--- config.mk ---
export PLATFORM = sky130hd
export DESIGN_NAME = ising_sweep_scheduler_flat
export DESIGN_NICKNAME = d
export VERILOG_FILES = /design/src/rtl/ising_sweep_if.sv /design/src/rtl/ising_sweep_scheduler.sv /design/src/flat_wrapper.sv
export SDC_FILE = /design/constraint.sdc
export NUM_CORES = 1
export LEC_CHECK = 0
export BUFFER_PORTS_ARGS = -buffer_cell sky130_fd_sc_hd__buf_2
export CORE_MARGIN = 1.5
export CORE_UTILIZATION = 55
export DETAILED_ROUTE_END_ITERATION = 10
export PLACE_DENSITY = 0.89
export SLEW_MARGIN = 5
export SYNTH_ARGS = -nofsm -noshare
export SYNTH_HDL_FRONTEND = slang
export SYNTH_SLANG_ARGS = --single-unit
--- constraint.sdc ---
create_clock -name clk -period 6.6 [get_ports clk]
set_clock_uncertainty 0.05 [all_clocks]
set_input_delay 0.66 -clock clk [delete_from_list [all_inputs] [get_ports clk]]
set_output_delay 0.66 -clock clk [all_outputs]
set_load 0.01 [all_outputs]
--- src/rtl/ising_sweep_if.sv ---
// rtl/ising_sweep_if.sv - host/array-side bundle of the Ising sweep scheduler
// Optional snapshot handshake signals appear when ISING_SNAPSHOT_EN is defined.
interface ising_sweep_if #(
    parameter int SWEEP_W = 16,
    parameter int SEED_W  = 8
);
    logic               start;
    logic [SWEEP_W-1:0] num_sweeps;
    logic               abort;
    logic               enable_white;
    logic               enable_grey;
    logic               commit_white;
    logic               commit_grey;
    logic [SEED_W-1:0]  seed_val;
    logic [SWEEP_W-1:0] sweep_count;
    logic               busy;
    logic               done;
    logic               aborted;
`ifdef ISING_SNAPSHOT_EN
    logic               snap_valid;
    logic               snap_ready;

    modport slave (
        input  start, num_sweeps, abort, snap_ready,
        output enable_white, enable_grey, commit_white, commit_grey,
               seed_val, sweep_count, busy, done, aborted, snap_valid
    );
    modport master (
        output start, num_sweeps, abort, snap_ready,
        input  enable_white, enable_grey, commit_white, commit_grey,
               seed_val, sweep_count, busy, done, aborted, snap_valid
    );
`else
    modport slave (
        input  start, num_sweeps, abort,
        output enable_white, enable_grey, commit_white, commit_grey,
               seed_val, sweep_count, busy, done, aborted
    );
    modport master (
        output start, num_sweeps, abort,
        input  enable_white, enable_grey, commit_white, commit_grey,
               seed_val, sweep_count, busy, done, aborted
    );
`endif
endinterface

--- src/rtl/ising_sweep_scheduler.sv ---
// rtl/ising_sweep_scheduler.sv - checkerboard Metropolis sweep sequencer for the 8x8 spin array
// Define ISING_SNAPSHOT_EN to pause in SNAP_WAIT between sweeps until snap_ready.
module ising_sweep_scheduler #(
    parameter int SWEEP_W       = 16,
    parameter int SETTLE_CYCLES = 2,
    parameter int SEED_W        = 8
) (
    input logic         clk,
    input logic         reset_n,
    ising_sweep_if.slave bus
);
    localparam int CNT_W = (SETTLE_CYCLES > 1) ? $clog2(SETTLE_CYCLES) : 1;
    localparam logic [CNT_W-1:0] CNT_LAST = CNT_W'(SETTLE_CYCLES - 1);

    typedef enum logic [2:0] {
        S_IDLE,
        S_W_RUN,
        S_W_COMMIT,
        S_G_RUN,
        S_G_COMMIT,
        S_SWEEP_END,
        S_DONE,
        S_SNAP_WAIT
    } state_t;

    state_t             state_q, state_d;
    logic [CNT_W-1:0]   cnt_q, cnt_d;
    logic [SWEEP_W-1:0] target_q, target_d;
    logic [SWEEP_W-1:0] count_q, count_d;
    logic [SEED_W-1:0]  seed_q, seed_d;
    logic               abort_hit;

    logic en_white_q, en_grey_q, commit_white_q, commit_grey_q;
    logic busy_q, done_q, aborted_q, snap_valid_q;

    always_comb begin
        state_d   = state_q;
        cnt_d     = cnt_q;
        target_d  = target_q;
        count_d   = count_q;
        seed_d    = seed_q;
        abort_hit = 1'b0;

        // The RNG seed only moves while a sweep is actually in progress.
        if (busy_q && state_q != S_SNAP_WAIT) begin
            seed_d = seed_q + 1'b1;
        end

        case (state_q)
            S_IDLE: begin
                if (bus.start) begin
                    count_d = '0;
                    cnt_d   = '0;
                    if (bus.num_sweeps == '0) begin
                        state_d = S_DONE;
                    end else begin
                        target_d = bus.num_sweeps;
                        state_d  = S_W_RUN;
                    end
                end
            end
            S_W_RUN: begin
                if (cnt_q == CNT_LAST) state_d = S_W_COMMIT;
                else                   cnt_d   = cnt_q + 1'b1;
            end
            S_W_COMMIT: begin
                state_d = S_G_RUN;
                cnt_d   = '0;
            end
            S_G_RUN: begin
                if (cnt_q == CNT_LAST) state_d = S_G_COMMIT;
                else                   cnt_d   = cnt_q + 1'b1;
            end
            S_G_COMMIT: begin
                state_d = S_SWEEP_END;
                cnt_d   = '0;
            end
            S_SWEEP_END: begin
                count_d = count_q + 1'b1;
                if (count_d == target_q) begin
                    state_d = S_DONE;
                end else begin
`ifdef ISING_SNAPSHOT_EN
                    state_d = S_SNAP_WAIT;
`else
                    state_d = S_W_RUN;
`endif
                end
            end
            S_SNAP_WAIT: begin
`ifdef ISING_SNAPSHOT_EN
                if (bus.snap_ready) state_d = S_W_RUN;
`else
                state_d = S_IDLE;
`endif
            end
            S_DONE:  state_d = S_IDLE;
            default: state_d = S_IDLE;
        endcase

        // Abort overrides every busy-state transition; DONE already counts as finished.
        if (bus.abort && state_q != S_IDLE && state_q != S_DONE) begin
            state_d   = S_IDLE;
            cnt_d     = '0;
            abort_hit = 1'b1;
        end
    end

    always_ff @(posedge clk or negedge reset_n) begin
        if (!reset_n) begin
            state_q        <= S_IDLE;
            cnt_q          <= '0;
            target_q       <= '0;
            count_q        <= '0;
            seed_q         <= '0;
            en_white_q     <= 1'b0;
            en_grey_q      <= 1'b0;
            commit_white_q <= 1'b0;
            commit_grey_q  <= 1'b0;
            busy_q         <= 1'b0;
            done_q         <= 1'b0;
            aborted_q      <= 1'b0;
            snap_valid_q   <= 1'b0;
        end else begin
            state_q        <= state_d;
            cnt_q          <= cnt_d;
            target_q       <= target_d;
            count_q        <= count_d;
            seed_q         <= seed_d;
            en_white_q     <= (state_d == S_W_RUN) || (state_d == S_W_COMMIT);
            en_grey_q      <= (state_d == S_G_RUN) || (state_d == S_G_COMMIT);
            commit_white_q <= (state_d == S_W_COMMIT);
            commit_grey_q  <= (state_d == S_G_COMMIT);
            busy_q         <= (state_d != S_IDLE) && (state_d != S_DONE);
            done_q         <= (state_d == S_DONE);
            aborted_q      <= abort_hit;
            snap_valid_q   <= (state_d == S_SNAP_WAIT);
        end
    end

    assign bus.enable_white = en_white_q;
    assign bus.enable_grey  = en_grey_q;
    // A commit in the abort cycle must never reach the lattice register.
    assign bus.commit_white = commit_white_q & ~abort_hit;
    assign bus.commit_grey  = commit_grey_q & ~abort_hit;
    assign bus.seed_val     = seed_q;
    assign bus.sweep_count  = count_q;
    assign bus.busy         = busy_q;
    assign bus.done         = done_q;
    assign bus.aborted      = aborted_q;
`ifdef ISING_SNAPSHOT_EN
    assign bus.snap_valid   = snap_valid_q;
`else
    logic unused_snap;
    assign unused_snap = snap_valid_q;
`endif
endmodule
--- src/flat_wrapper.sv ---
// flat-port wrapper written by rule: the top's interface ports become plain ports
module ising_sweep_scheduler_flat 
#(
    parameter int SWEEP_W       = 16,
    parameter int SETTLE_CYCLES = 2,
    parameter int SEED_W        = 8
)
  (clk, reset_n, bus_start, bus_num_sweeps, bus_abort, bus_enable_white, bus_enable_grey, bus_commit_white, bus_commit_grey, bus_seed_val, bus_sweep_count, bus_busy, bus_done, bus_aborted);
  ising_sweep_if #(.SWEEP_W(SWEEP_W), .SEED_W(SEED_W)) bus_i ();
  input logic clk;
  input logic reset_n;
  input wire logic [$bits(bus_i.start)-1:0] bus_start;
  input wire logic [$bits(bus_i.num_sweeps)-1:0] bus_num_sweeps;
  input wire logic [$bits(bus_i.abort)-1:0] bus_abort;
  output wire logic [$bits(bus_i.enable_white)-1:0] bus_enable_white;
  output wire logic [$bits(bus_i.enable_grey)-1:0] bus_enable_grey;
  output wire logic [$bits(bus_i.commit_white)-1:0] bus_commit_white;
  output wire logic [$bits(bus_i.commit_grey)-1:0] bus_commit_grey;
  output wire logic [$bits(bus_i.seed_val)-1:0] bus_seed_val;
  output wire logic [$bits(bus_i.sweep_count)-1:0] bus_sweep_count;
  output wire logic [$bits(bus_i.busy)-1:0] bus_busy;
  output wire logic [$bits(bus_i.done)-1:0] bus_done;
  output wire logic [$bits(bus_i.aborted)-1:0] bus_aborted;
  assign bus_i.start = bus_start;
  assign bus_i.num_sweeps = bus_num_sweeps;
  assign bus_i.abort = bus_abort;
  assign bus_enable_white = bus_i.enable_white;
  assign bus_enable_grey = bus_i.enable_grey;
  assign bus_commit_white = bus_i.commit_white;
  assign bus_commit_grey = bus_i.commit_grey;
  assign bus_seed_val = bus_i.seed_val;
  assign bus_sweep_count = bus_i.sweep_count;
  assign bus_busy = bus_i.busy;
  assign bus_done = bus_i.done;
  assign bus_aborted = bus_i.aborted;
  ising_sweep_scheduler #(.SWEEP_W(SWEEP_W), .SETTLE_CYCLES(SETTLE_CYCLES), .SEED_W(SEED_W)) u_core (.clk(clk), .reset_n(reset_n), .bus(bus_i));
endmodule
Word level (Yosys, flattened, before mapping)
Cells that the tools add are included.

Register bits: 51. Input bits: 20. Output and inout port bits: 31. Word-level logic and storage cells: 69.

$add $sub $neg: 3. Equal/unequal tests: 18. Mux-type cells: 14. Bitwise logic cells: 4. Reduce and logical (&&, ||, !) cells: 18.

Operator list (count): case mux 16 bit (2 select lines) (1); case mux 3 bit (7 select lines) (1); == test 3 bit (second input constant) (6); 2-to-1 mux 3 bit (6); adder 16 x 1 -> 16 bit (second input constant) (1); == test 16 bit (1); zero test 16 bit (1); 2-to-1 mux 16 bit (1); == test 3 x 2 -> 1 bit (second input constant) (4); != test 3 bit (second input constant) (3); adder 8 x 1 -> 8 bit (second input constant) (1); == test 3 x 1 -> 1 bit (second input constant) (2); nonzero test 3 bit (2); OR reduction 2 bit (3); logical AND 1 bit (4); 2-to-1 mux 1 bit (4); AND reduction 2 bit (2); nonzero test 4 bit (1); zero test 3 bit (1); != test 3 x 2 -> 1 bit (second input constant) (1); case mux 1 bit (3 select lines) (1); AND reduction 3 bit (1); bitwise AND 1 bit (2); logical OR 1 bit (2); other kinds (4) (5).

Logic depth before layout (Yosys ltp)
Depth in word-level cells: 7. Depth in mapped cells: 9. Gate-level depth less buffers: 9.

Least setup slack after synthesis
OpenSTA, ideal clock, no wires.

Path kind: input -> register. Start point: input port bus_num_sweeps[2]. End point: register u_core.target_q[0]. Setup time: 0.125 ns. Arrival: 2.205 ns. Data required time: 6.425 ns. Slack: 4.220 ns. Stages on the path: 6. Path buffers: 2. Path through: nor4_1 and4_1 nand2b_1 clkbuf_1 buf_1 mux2_2.

Word-level cells in the longest chain between the ends: 3.

RTL lines: start: declaration (RTL line flat_wrapper.sv:13) `input wire logic [$bits(bus_i.num_sweeps)-1:0] bus_num_sweeps;`; zero test 16 bit (RTL line ising_sweep_scheduler.sv:54) `if (bus.num_sweeps == '0) begin`; NOT 1 bit (no line); AND reduction 3 bit (no line); end signal: assignment (RTL line ising_sweep_scheduler.sv:127) `target_q <= target_d;`; end: declaration (RTL line ising_sweep_scheduler.sv:28) `logic [SWEEP_W-1:0] target_q, target_d;`.

Every way passes these cells. A chain may end at the register's enable or synchronous reset.

Final worst setup path
Start point: register u_core.count_q[0], in the netlist u_core.bus.sweep_count[0]. End point: register u_core.done_q, in the netlist u_core.bus.done.

Word-level cells in the longest chain between the ends: 6.

RTL lines: start: declaration (RTL line ising_sweep_scheduler.sv:29) `logic [SWEEP_W-1:0] count_q, count_d;`; start signal: assignment (RTL line ising_sweep_scheduler.sv:128) `count_q <= count_d;`; adder 16 x 1 -> 16 bit (RTL line ising_sweep_scheduler.sv:79) `count_d = count_q + 1'b1;`; == test 16 bit (RTL line ising_sweep_scheduler.sv:80) `if (count_d == target_q) begin`; 2-to-1 mux 3 bit (RTL line ising_sweep_scheduler.sv:80); case mux 3 bit (7 select lines) (RTL line ising_sweep_scheduler.sv:49) `case (state_q)`; 2-to-1 mux 3 bit (RTL line ising_sweep_scheduler.sv:102) `if (bus.abort && state_q != S_IDLE && state_q != S_DONE) begin`; == test 3 bit (RTL line ising_sweep_scheduler.sv:135) `done_q <= (state_d == S_DONE);`; end signal: assignment (RTL line ising_sweep_scheduler.sv:135); end: declaration (RTL line ising_sweep_scheduler.sv:34) `logic busy_q, done_q, aborted_q, snap_valid_q;`.

Every way passes these cells.

==> insert_results.sql <==
INSERT INTO impl_metrics (metric_group, metric, value, unit) VALUES
('clock_tree', 'clock_latency_on_the_worst_skew_pair', '0.31', 'ns'),
('grt', 'antenna_found_initial', '0', ''),
('sta', 'final-max-slew-violation-count', '0', ''),
('critical_path', 'crit_path_end', 'u_core.bus.done', ''),
('critical_path', 'reg2reg_from', 'u_core.bus.sweep_count[0]', ''),
('synthesis', 'yosys-top-cells-count', 'sky130_fd_sc_hd__dfrtp_1, sky130_fd_sc_hd__o21ai_0, sky130_fd_sc_hd__nand2_1', ''),
('critical_path', 'crit_path_top_delay_cell', 'sky130_fd_sc_hd__dfrtp_1', ''),
('sta', 'setup_repair_after_global_routing_missed_its_margin', 'no', ''),
('sta', 'totalNegativeSetupSlack', '0', 'ns'),
('die', 'coreArea', '5075', 'sq um'),
('critical_path', 'cpLargestDelayFamily', 'simple AND/OR/NAND/NOR gates', ''),
('synthesis', 'netlist.area_leader.share', '0.4427', ''),
('drt', 'ant_nets', '0', ''),
('synthesis', 'synth_edf_count', '0', ''),
('layout', 'final_core_util', '0.6450', ''),
('clock_tree', 'cts_sinks', '51', ''),
('power_and_ir_drop', 'p_leak', '0.001534', 'uW'),
('layout', 'drive_above_1_share', '0.2857', ''),
('drt', 'vias_per_cell', '6.113', ''),
('clock_tree', 'ctsRootBufferMaster', 'sky130_fd_sc_hd__clkbuf_8', ''),
('synthesis', 'synthMostInstantiatedCell', 'sky130_fd_sc_hd__dfrtp_1', ''),
('drt', 'drt-pass1-iter-count', '5', ''),
('clock_tree', 'clkSlewWorstSetupHoldPaths', '0.10', 'ns'),
('synthesis', 'syn_nets', '308', ''),
('die', 'start_util', '0.5680', ''),
('synthesis', 'synth_async_sr_flop_share', '1.000', ''),
('layout', 'layout.nets', '350', ''),
('drt', 'violation_count_after_the_first_detailed_routing_iteration', '148', ''),
('synthesis', 'netlist-cell-type-count', '57', ''),
('synthesis', 'yosysWarningCount', '0', ''),
('grt', 'grt_pass1_vias', '2108', ''),
('sta', 'timing.final.crit_share', '0.4322', ''),
('synthesis', 'yosys.area.top_type', 'sky130_fd_sc_hd__dfrtp_1', ''),
('hold_path', 'hold_path.class', 'flip-flop to flip-flop', ''),
('placed_design', 'routability_congestion_estimate_from_global_placement', '0.8234', ''),
('critical_path', 'critical_path.most_common_cell', 'sky130_fd_sc_hd__nand3_2', ''),
('die', 'std_cell_rows', '26', ''),
('critical_path', 'critical_path.startpoint', 'u_core.bus.sweep_count[0]', ''),
('drt', 'route.detailed.drc', '0', ''),
('synthesis', 'synth_seq_area_share', '0.4427', ''),
('sta', 'final.min_clock_period', '2.853', 'ns'),
('power_and_ir_drop', 'powerDensity', '337.5', 'nW/um^2'),
('grt', 'grt_remaining_overflow', '0', ''),
('critical_path', 'worst_path_largest_cell_delay', '0.55', 'ns'),
('sta', 'report.final.hold_viol_count', '0', ''),
('synthesis', 'synth.area.top_cells', 'sky130_fd_sc_hd__dfrtp_1, sky130_fd_sc_hd__mux2_2, sky130_fd_sc_hd__o21ai_0, sky130_fd_sc_hd__xnor2_1, sky130_fd_sc_hd__xor2_1', ''),
('drt', 'route.final.wire_length', '6717', 'um'),
('clock_tree', 'cts-htree-levels', '2', ''),
('sta', 'worst_pin_slew', '1.139', 'ns'),
('sta', 'relSlewSlack', '0.2404', ''),
('die', 'die-height', '75.40', 'um'),
('grt', 'globalRouteTotalUtil', '0.2426', ''),
('die', 'pin_count', '51', ''),
('synthesis', 'synthesis.area_per_instance', '10.08', 'sq um'),
('critical_path', 'worstPathCellList', 'ha_1, nand3_2, nor3_2, o2111ai_1, a211oi_2, nand3_2, or3_1, nand2_1', ''),
('clock_tree', 'ctsHoldBuffers', '0', ''),
('sta', 'max_freq', '350.5', 'MHz'),
('placed_design', 'preCtsSetupSlack', '3.623', 'ns'),
('critical_path', 'r2r_setup_slack', '3.75', 'ns'),
('synthesis', 'syn_inst_count', '286', ''),
('placed_design', 'dpl.hpwl', '4636', 'um'),
('critical_path', 'endpoint_kind', 'flip-flop', ''),
('flow_run', 'drv.max_cap_violation_count', '0', ''),
('critical_path', 'kind_of_critical_path', 'flip-flop to flip-flop', ''),
('run_status', 'run_status', 'finished, final reports clean', ''),
('sta', 'final_setup_viols', '0', ''),
('synthesis', 'postSynthRegisterBits', '51', ''),
('drt', 'vias', '2439', ''),
('critical_path', 'rr_worst_depth', '8', ''),
('critical_path', 'critical_path.max_fanout', '8', ''),
('clock_tree', 'cts_buffers', '5', '');
==> how the worst min path moves through the flow <==
stage                                       from                     end  slack [ns]  cells after the start
after global routing      u_core.bus.seed_val[7]  u_core.bus.seed_val[7]        0.46                      1
after CTS                 u_core.bus.seed_val[7]  u_core.bus.seed_val[7]        0.43                      1
final                     u_core.bus.seed_val[7]  u_core.bus.seed_val[7]        0.42                      1
after detailed placement  u_core.bus.seed_val[7]  u_core.bus.seed_val[7]        0.41                      1
after global placement    u_core.bus.seed_val[7]  u_core.bus.seed_val[7]        0.41                      1
after floorplan                          reset_n      u_core.bus.aborted        0.31                      0
==> cell type report <==
cell class	count	area, sq um
fillers	432	1802
multi-input cells	215	1524
flip-flops and latches	51	1276
repair buffers	50	250.2
well taps	70	87.58
clock buffers	5	68.82
clock inverters	3	47.55
inverters	5	18.77
==> flip-flops by register name (all words and copies together) (netlist names), 3 cells and up <==
register                cells
u_core.bus.sweep_count     16
u_core.target_q            16
u_core.bus.seed_val         8
u_core.state_q              3
==> per-layer routing <==
metal  vias up  GRT usage  part of all wire
met3        26    0.04630             0.057
met4         0    0.06944             0.025
li1       1126          -                 -
met2       115     0.3791              0.48
met5         -          0                 0
met1      1172     0.3467              0.44
==> power by group <==
group / leakage, uW / total (uW) / internal [uW] / switching [uW]
sequential: 0.000655 / 501 / 404 / 96.8
clock: 0.0000587 / 228 / 115 / 113
combinational: 0.000820 / 376 / 180 / 196
==> stage by stage <==
step	cell area (sq um)	hold slack, ns	cells	total power, uW
after global placement	3157	0.4100	391	844.6
after global routing	3273	0.4569	399	1166
after detailed placement	3157	0.4083	391	871.3
final	3273	0.4242	399	1105
after CTS	3273	0.4256	399	1103
after floorplan	2883	0.3144	286	755.4
==> logic make-up (layout without fill, tap and decap cells) <==
group / after synthesis / after routing / synth area share
muxes: 17 / 17 / 0.06641
AOI/OAI and AO/OA: 65 / 65 / 0.1450
xor gates and xnor gates: 27 / 27 / 0.08203
and+or+nand+nor: 104 / 104 / 0.2266
buffers and inverters: 20 / 63 / 0.02864
DFF: 51 / 51 / 0.4427
adders and majority gates: 2 / 2 / 0.008679
==> cells in the final DEF, fill, tap and decap left out, types with 3 or more instances in the layout <==
| cell | count |
|---|---|
| sky130_fd_sc_hd__and4_1 | 3 |
| sky130_fd_sc_hd__dfrtp_1 | 51 |
| sky130_fd_sc_hd__a21oi_1 | 12 |
| sky130_fd_sc_hd__and3_1 | 5 |
| sky130_fd_sc_hd__nor3_1 | 4 |
| sky130_fd_sc_hd__nor2b_1 | 3 |
| sky130_fd_sc_hd__xnor2_1 | 14 |
| sky130_fd_sc_hd__inv_1 | 4 |
| sky130_fd_sc_hd__nand2_1 | 23 |
| sky130_fd_sc_hd__nor2_1 | 18 |
| sky130_fd_sc_hd__and2_1 | 5 |
| sky130_fd_sc_hd__or3_1 | 3 |
| sky130_fd_sc_hd__clkbuf_8 | 5 |
| sky130_fd_sc_hd__nor4_1 | 6 |
| sky130_fd_sc_hd__nand3_1 | 7 |
| sky130_fd_sc_hd__nand2b_1 | 5 |
| sky130_fd_sc_hd__mux2_2 | 17 |
| sky130_fd_sc_hd__o31ai_1 | 7 |
| sky130_fd_sc_hd__o21ai_0 | 27 |
| sky130_fd_sc_hd__xor2_1 | 13 |
| sky130_fd_sc_hd__buf_2 | 50 |
No activity file was read; power rests on OpenSTA's default activity.
